`config.mk`:
```
export PLATFORM = sky130hd
export DESIGN_NAME = tl_request_scheduler
export DESIGN_NICKNAME = d
export VERILOG_FILES = /design/src/rtl/tl_request_scheduler.sv
export SDC_FILE = /design/constraint.sdc
export NUM_CORES = 1
export LEC_CHECK = 0
export ABC_AREA = 1
export CORE_UTILIZATION = 45
export DETAILED_ROUTE_END_ITERATION = 12
export GPL_ROUTABILITY_DRIVEN = 0
export PLACE_DENSITY = 0.62
export SYNTH_ARGS = -nofsm -noshare
export SYNTH_HDL_FRONTEND = slang
export SYNTH_SLANG_ARGS = --single-unit
```
`constraint.sdc`:
```
create_clock -name clk -period 11.08 [get_ports clk]
set_input_delay 2.77 -clock clk [delete_from_list [all_inputs] [get_ports clk]]
set_output_delay 2.77 -clock clk [all_outputs]
set_load 0.02 [all_outputs]
```
`src/rtl/tl_request_scheduler.sv`:
```
`default_nettype none
// ============================================================================
// Module   : tl_request_scheduler
// Purpose  : Sensor front end for the four-approach traffic light controller.
//            Debounces presence sensors, holds requests until served, ages
//            outstanding requests, masks to a single starving approach, and
//            predicts the next approach to receive green.
// Revision : 1.0 - initial release
// ============================================================================
module tl_request_scheduler #(
  parameter int DEB_CYCLES   = 4,
  parameter int AGE_W        = 8,
  parameter int STARVE_LIMIT = 200
) (
  input  logic       clk,
  input  logic       rst_n,
  input  logic [3:0] raw_ss,
  input  logic [3:0] raw_fs,
  input  logic [3:0] green,
  input  logic [3:0] yellow,
  output logic [3:0] ss,
  output logic [3:0] fs,
  output logic [3:0] starve,
  output logic [3:0] next_grant
);

  localparam logic [1:0]       c_IDLE     = 2'd0;
  localparam logic [1:0]       c_DEB      = 2'd1;
  localparam logic [1:0]       c_PEND     = 2'd2;
  localparam logic [1:0]       c_SERVE    = 2'd3;
  localparam logic [3:0]       c_DEB_LAST = 4'(DEB_CYCLES - 1);
  localparam logic [AGE_W-1:0] c_AGE_MAX  = {AGE_W{1'b1}};
  localparam logic [AGE_W-1:0] c_STARVE   = AGE_W'(STARVE_LIMIT);

  logic [3:0]            w_pend;
  logic [3:0]            w_starve;
  logic [3:0]            w_fs_lat;
  logic [3:0][AGE_W-1:0] w_age;

  genvar lane;
  generate
    for (lane = 0; lane < 4; lane++) begin : g_lane
      logic [1:0]       r_state;
      logic [1:0]       w_state_nxt;
      logic [3:0]       r_deb_cnt;
      logic [3:0]       w_deb_nxt;
      logic             r_fs_lat;
      logic             w_fs_nxt;
      logic [AGE_W-1:0] r_age;
      logic [AGE_W-1:0] w_age_nxt;

      // Lane state, debounce count, bonus latch and age register.
      always_ff @(posedge clk or negedge rst_n) begin
        if (!rst_n) begin
          r_state   <= c_IDLE;
          r_deb_cnt <= 4'd0;
          r_fs_lat  <= 1'b0;
          r_age     <= '0;
        end else begin
          r_state   <= w_state_nxt;
          r_deb_cnt <= w_deb_nxt;
          r_fs_lat  <= w_fs_nxt;
          r_age     <= w_age_nxt;
        end
      end

      // Next-state logic; fs latch and age only survive while staying in PEND.
      always_comb begin
        w_state_nxt = r_state;
        w_deb_nxt   = r_deb_cnt;
        w_fs_nxt    = 1'b0;
        w_age_nxt   = '0;
        case (r_state)
          c_IDLE: begin
            if (raw_ss[lane]) begin
              if (DEB_CYCLES == 1) begin
                w_state_nxt = c_PEND;
              end else begin
                w_state_nxt = c_DEB;
                w_deb_nxt   = 4'd1;
              end
            end
          end
          c_DEB: begin
            if (raw_ss[lane]) begin
              if (r_deb_cnt >= c_DEB_LAST) begin
                w_state_nxt = c_PEND;
                w_deb_nxt   = 4'd0;
              end else begin
                w_deb_nxt   = r_deb_cnt + 4'd1;
              end
            end else begin
              w_state_nxt = c_IDLE;
              w_deb_nxt   = 4'd0;
            end
          end
          c_PEND: begin
            if (green[lane]) begin
              w_state_nxt = c_SERVE;
            end else begin
              w_fs_nxt  = r_fs_lat | raw_fs[lane];
              w_age_nxt = (r_age == c_AGE_MAX) ? r_age : r_age + 1'b1;
            end
          end
          default: begin
            if (!green[lane]) begin
              w_state_nxt = c_IDLE;
            end
          end
        endcase
      end

      // Per-lane outputs decoded purely from registered state.
      assign w_pend[lane]   = (r_state == c_PEND);
      assign w_starve[lane] = w_pend[lane] && (r_age >= c_STARVE);
      assign w_fs_lat[lane] = r_fs_lat;
      assign w_age[lane]    = r_age;
    end
  endgenerate

  logic             w_any_starve;
  logic [1:0]       w_best_idx;
  logic [AGE_W-1:0] w_best_age;
  logic             w_best_found;
  logic [3:0]       w_ss;

  // Mask requests to the oldest starving lane (lowest index wins ties).
  always_comb begin
    w_any_starve = |w_starve;
    w_best_idx   = 2'd0;
    w_best_age   = '0;
    w_best_found = 1'b0;
    for (int j = 0; j < 4; j++) begin
      if (w_starve[j] && (!w_best_found || (w_age[j] > w_best_age))) begin
        w_best_found = 1'b1;
        w_best_idx   = 2'(j);
        w_best_age   = w_age[j];
      end
    end
    w_ss = w_any_starve ? (4'b0001 << w_best_idx) : w_pend;
  end

  logic [1:0] w_ref;
  logic [1:0] w_idx;
  logic       w_ng_found;
  logic [3:0] w_next_grant;

  // Round-robin prediction starting after the lane currently holding the lamp.
  always_comb begin
    w_ref        = 2'd3;
    w_idx        = 2'd0;
    w_ng_found   = 1'b0;
    w_next_grant = 4'b0000;
    if (|green) begin
      for (int j = 3; j >= 0; j--) begin
        if (green[j]) w_ref = 2'(j);
      end
    end else if (|yellow) begin
      for (int j = 3; j >= 0; j--) begin
        if (yellow[j]) w_ref = 2'(j);
      end
    end
    for (int k = 1; k <= 4; k++) begin
      w_idx = w_ref + 2'(k);
      if (!w_ng_found && w_ss[w_idx]) begin
        w_ng_found   = 1'b1;
        w_next_grant = 4'b0001 << w_idx;
      end
    end
  end

  assign ss         = w_ss;
  assign fs         = w_fs_lat & w_ss;
  assign starve     = w_starve;
  assign next_grant = w_next_grant;

endmodule
`default_nettype wire

```
=== Word level (Yosys, flattened, before mapping) ===
Index checks and enable logic that the tools add are counted.
W data, S select, Z words.

* Register bits after elaboration: 60
* Input port bits: 18
* Word-level logic and storage cells: 215

* $add $sub $neg: 11
* Magnitude comparators: 15
* Eq/ne operators: 32
* Shifts and indexed selects: 5
* Multiplexer cells: 93
* Bitwise gates (word level): 5
* Reductions and logical operators: 38

{| class="wikitable"
|+ Operators by type and width
! operator !! count
|-
| $mux W8 || 15
|-
| $mux W4 || 17
|-
| $mux W2 || 28
|-
| $add A8 B1 Y8 const B || 4
|-
| $eq A8 B8 Y1 const B || 4
|-
| $ge A8 B8 Y1 const B || 4
|-
| $pmux W4 S2 || 4
|-
| $gt A8 B8 Y1 || 3
|-
| $ne A3 B3 Y1 const B || 8
|-
| $pmux W2 S3 || 4
|-
| $mux W1 || 21
|-
| $shl A1 B2 Y4 const A || 5
|-
| $add A4 B1 Y4 const B || 4
|-
| $ge A4 B2 Y1 const B || 4
|-
| $ne A2 B2 Y1 const B || 8
|-
| $ne A4 B1 Y1 const B || 4
|-
| $reduce_and A4 Y1 || 4
|-
| $lt A2 B3 Y1 const B || 4
|-
| $reduce_or A4 Y1 || 3
|-
| $logic_and A1 B1 Y1 || 10
|-
| $bmux W1 S2 || 4
|-
| $eq A2 B1 Y1 const B || 4
|-
| $eq A2 B2 Y1 const B || 4
|-
| $logic_not A2 Y1 || 4
|-
| 8 further kinds || 25
|}

=== Longest topological paths before layout ===
* Word-level depth: 29
* Depth in mapped cells: 54

=== Worst setup path after synthesis ===
OpenSTA, ideal clock, no wires.

* Kind: register to output
* Start: register g_lane[0].r_state[0]
* End: output next_grant[0]
* Data arrival time: 4855 ps
* Required time: 8310 ps
* Slack: 3455 ps
* Cell stages (with the launch flop): 45
* Path through: dfrtp_1 -> inv_2 -> nand2_2 -> inv_2 -> nand4_4 -> clkinv_2 -> nand2_1 -> ha_1 -> nand2_1 -> inv_1 -> nand2_1 -> nand2_1 -> nand2_1 -> nand2_1 -> nand2_1 -> nand2_1 -> nand2_1 -> buf_2 -> (+9 left out) -> clkbuf_1 -> o21ai_0 -> ha_1 -> a21oi_1 -> nor2_1 -> nor2_1 -> nand2_1 -> nand2_1 -> nand2_2 -> nand2_4 -> nand2_2 -> clkinv_2 -> nand2_2 -> nand3_2 -> nand2_4 -> nor2_8 -> nand3_1 -> nand3_1

* Longest elaborated chain between the ends: 29

{| class="wikitable"
|+ RTL lines
! what !! line !! text
|-
| from (decl) || 43 || <nowiki>logic [1:0] r_state;</nowiki>
|-
| from (signal assigned) || 55 || <nowiki>r_state <= c_IDLE;</nowiki>
|-
| from (signal assigned) || 60 || <nowiki>r_state <= w_state_nxt;</nowiki>
|-
| $eq A2 B2 Y1 * || 114 || <nowiki>assign w_pend[lane] = (r_state == c_PEND);</nowiki>
|-
| $logic_and A1 B1 Y1 * || 115 || <nowiki>assign w_starve[lane] = w_pend[lane] && (r_age >= c_STARVE);</nowiki>
|-
| via starve[0] || 23 || <nowiki>output logic [3:0] starve,</nowiki>
|-
| $mux W8 / $mux W1 (equally long branches) || 134 || <nowiki>if (w_starve[j] && (!w_best_found || (w_age[j] > w_best_age))) begin</nowiki>
|-
| $gt A8 B8 Y1 / $logic_not A1 Y1 (equally long branches) || 134 ||
|-
| $logic_or A1 B1 Y1 || 134 ||
|-
| $logic_and A1 B1 Y1 || 134 ||
|-
| $mux W8 / $mux W1 (equally long branches) || 134 ||
|-
| (+10 left out) || - ||
|-
| via ss[3] || 21 || <nowiki>output logic [3:0] ss,</nowiki>
|-
| (+4 left out) || - ||
|-
| $logic_and A1 B1 Y1 || 165 || <nowiki>if (!w_ng_found && w_ss[w_idx]) begin</nowiki>
|-
| $mux W1 || 165 ||
|-
| $logic_not A1 Y1 || 165 ||
|-
| $logic_and A1 B1 Y1 || 165 ||
|-
| $mux W1 || 165 ||
|-
| $logic_not A1 Y1 || 165 ||
|-
| $logic_and A1 B1 Y1 || 165 ||
|-
| $mux W4 * || 165 ||
|-
| to (decl) || 24 || <nowiki>output logic [3:0] next_grant</nowiki>
|}

The timed path passes the listed nets; every way through them passes the cells marked *. The select of a mux whose other input is x is not followed.

=== Worst setup path after layout ===
* Start: register g_lane[0].r_state[0]
* End: output next_grant[3]

* Longest elaborated chain between the ends: 29

{| class="wikitable"
|+ RTL lines
! what !! line
|-
| $eq A2 B2 Y1 * || 114
|-
| $logic_and A1 B1 Y1 || 115
|-
| $mux W8 / $mux W1 (equally long branches) || 134
|-
| $gt A8 B8 Y1 / $logic_not A1 Y1 (equally long branches) || 134
|-
| $logic_or A1 B1 Y1 || 134
|-
| $logic_and A1 B1 Y1 || 134
|-
| $mux W8 / $mux W1 (equally long branches) || 134
|-
| $gt A8 B8 Y1 / $logic_not A1 Y1 (equally long branches) || 134
|-
| (+13 left out) || -
|-
| $logic_and A1 B1 Y1 || 165
|-
| $mux W1 || 165
|-
| $logic_not A1 Y1 || 165
|-
| $logic_and A1 B1 Y1 || 165
|-
| $mux W1 || 165
|-
| $logic_not A1 Y1 || 165
|-
| $logic_and A1 B1 Y1 || 165
|-
| $mux W4 * || 165
|}

Every way passes the cells marked *; elsewhere a longest branch is shown, timed or not. The select of a mux whose other input is x is not followed.

==> results.sh <==
export IMPL_port_buffers=32
export IMPL_busiest_layer="met2"
export IMPL_tritoncts="built"
export IMPL_synth_top_area_share_pct=34.4
export IMPL_cts_root_buf="clkbuf_8"
export IMPL_path_delay_family="simple AND/OR/NAND/NOR gates"
export IMPL_dp_hpwl_um=7440
export IMPL_ant_nets=0
export IMPL_synth_most_common_cell="nand2_1"
export IMPL_final_cell_area_um2=5060
export IMPL_post_route_period_util_pct=82.9
export IMPL_worst_hold_slack_ps=469
export IMPL_grt_use_met3_pct=3.61
export IMPL_grt_overflow_total=0
export IMPL_rsz0062_at_grt="false"
export IMPL_clockBufferDepth=2
export IMPL_diodes=0
export IMPL_antenna_found_initial=0
export IMPL_die_h_um=101
export IMPL_htreeDepth=3
export IMPL_dr_first_iter_drc_count=233
export IMPL_synth_area_top_cells="dfrtp_1 34%, ha_1 12%, nand2_1 11%, inv_1 8.9%, nor2_1 5.2%"
export IMPL_setup_viol=0
export IMPL_critPathMostFrequentCell="nand2_1"
export IMPL_synth_edff_count=0
export IMPL_cts_sinks=60
export IMPL_grt_pass1_wl_um=16800
export IMPL_slew_headroom_pct=47.8
export IMPL_p_leak_nw=2.57
export IMPL_numCtsBuffers=9
export IMPL_synth_area_leader_cell="dfrtp_1"
export IMPL_synth_seq_cells=60
export IMPL_critical_path_slowest_cell="clkdlybuf4s50_1"
export IMPL_finalNetCount=695
export IMPL_via_per_inst=5.07
export IMPL_fmax_mhz=109
export IMPL_ys_async_sr_fraction_pct=100
export IMPL_post_route_util_pct=54.3
export IMPL_post_dp_cell_area_um2=4840
export IMPL_hold_buffers=0
export IMPL_synthTopCellsByCount="126 x nand2_1, 104 x inv_1, 61 x nor2_1, 60 x dfrtp_1, 43 x ha_1"
export IMPL_yosysWarnings=0
export IMPL_fin_crit_ps=9180
export IMPL_fin_skew_ps=5.54
export IMPL_irDropWorstVdd_uv=105
export IMPL_syn_to_final_growth_pct=15.8
export IMPL_synth_ff_type="dfrtp_1"
export IMPL_endpoint_kind="output port"
export IMPL_grt_use_met1_pct=27.5
export IMPL_wl_um=9480
export IMPL_critPathKind="reg2out"
export IMPL_dp_cells=752
export IMPL_hold_class="reg2reg"
export IMPL_vias=3891
export IMPL_startpoint_type="flop"
export IMPL_die_area_um2=10100
export IMPL_syn_area_um2=4370
export IMPL_dr_pass1_iters=4
export IMPL_status="complete, no violations"
export IMPL_fill_cells=935
export IMPL_timing_final_ws_setup_ps=1900
export IMPL_ios=34
export IMPL_cp_slowest_stage_delay_ps=600
export IMPL_hold_viol_final=0
export IMPL_crit_fanout=12
export IMPL_fin_setup_tns_ps=0
export IMPL_wire_per_inst_um=12.3
export IMPL_initial_core_util_pct=46.8
export IMPL_critPathRequiredTime_ps=8310
export IMPL_dpl_worst_slack_ps=2290
export IMPL_synth_distinct_cells=41
export IMPL_clkTransAtPathRegs_ps=70
export IMPL_rows=35
export IMPL_cellPowerDensity_nw_per_um2=157
export IMPL_core_area_um2=9330
export IMPL_cap_violations=0
export IMPL_die_w_um=101
export IMPL_syn_nets=653
export IMPL_syn_avg_cell_area_um2=7.38
export IMPL_seq_area_frac_synth_pct=34.4
export IMPL_report_final_slew_viol_count=0
export IMPL_tightest_slew_ps=782
export IMPL_power_mw=0.793
export IMPL_grt_usage_pct=20.9
export IMPL_drc=0
export IMPL_grt_pass1_vias=3794
export IMPL_cts_setup_buffers=0
export IMPL_clk_latency_ps=340
export IMPL_cts_resized=0
export IMPL_grt_met2_usage_pct=34.1
export IMPL_cp_arrival_ps=6410
export IMPL_layout_cells_non_filler=768
export IMPL_grt_max_degree=61
export IMPL_crit_buf_inv=5
export IMPL_netlist_instances=592
export IMPL_drive_above_1_share_pct=9.39
-- per-layer routing --
layer	wire length, um	up-vias	part of all wire [%]
met2	4390	66	46
met4	180	0	1.9
met3	285	15	3.0
met5	0	-	0
met1	4620	1800	49
li1	-	2010	-
-- area by class of cell --
class | count | area, um2 | share of cell area [%]
Clock inverter | 5 | 75.1 | 1.48
Multi-Input combinational cell | 416 | 2430 | 48.0
Tap cell | 129 | 161 | 3.19
Clock buffer | 11 | 141 | 2.79
Timing Repair Buffer | 33 | 323 | 6.38
Sequential cell | 60 | 1500 | 29.7
Inverter | 114 | 430 | 8.50
-- worst paths after layout --
path | start | to | slack [ps] | depth (start not counted)
setup / recovery | g_lane[0].r_state[0]$_DFFE_PN0P_ | next_grant[3] | 1900 | 44
hold / removal | g_lane[3].r_deb_cnt[3]$_DFFE_PN0P_ | g_lane[3].r_deb_cnt[3]$_DFFE_PN0P_ | 470 | 2
setup reg to reg | g_lane[2].r_age[1]$_DFFE_PN0P_ | g_lane[2].r_age[1]$_DFFE_PN0P_ | 9160 | 11
hold reg to reg | g_lane[3].r_deb_cnt[3]$_DFFE_PN0P_ | g_lane[3].r_deb_cnt[3]$_DFFE_PN0P_ | 470 | 2
max in group asynchronous | rst_n | g_lane[2].r_state[1]$_DFFE_PN0P_ | 7970 | 2
min in group asynchronous | rst_n | g_lane[3].r_age[5]$_DFFE_PN0P_ | 2570 | 2
-- report_power, final --
part	switching [mW]	leakage, nW	internal, mW
Clock	0.0886	0.113	0.132
Combinational	0.184	1.65	0.106
Sequential	0.0275	0.806	0.255
Total	0.300	2.57	0.492
-- cells by family after synthesis --
family | count (synthesis) | synth area share [%]
flops | 60 | 34.4
buf+inv | 116 | 10.1
xor+xnor | 1 | 0.200
fa+ha+maj | 43 | 12.3
simple gates | 280 | 30.3
compound gates | 92 | 12.8
-- cell usage in the layout, fill, tap and decap left out, types with 3 or more instances in the layout --
cell type          n
nand2_1          126
inv_1            104
nor2_1            61
dfrtp_1           60
ha_1              43
nand3_1           42
o21ai_0           42
clkdlybuf4s50_1   31
a21oi_1           21
nor3_1            13
clkbuf_8          10
nand2_2            9
inv_2              8
nand3_2            7
nand4_1            7
a211oi_1           7
a31oi_1            6
clkinv_2           5
nor2_4             3
a21o_1             3
nand2_4            3
-- flip-flops by register name (all words and copies together), names as in the netlist --
signal and flops:
g_lane.r_deb_cnt 16, g_lane.r_state 8, g_lane.r_fs_lat 4, g_lane.r_age 32
-- worst min-delay path, delay by kind of cell, from the launching register on --
| family | cells | cell delay [ps] |
|---|---|---|
| DFF | 1 | 340 |
| buffers and inverters | 1 | 40 |
| and+or+nand+nor | 1 | 50 |
Power figures use the tool's default switching activity.
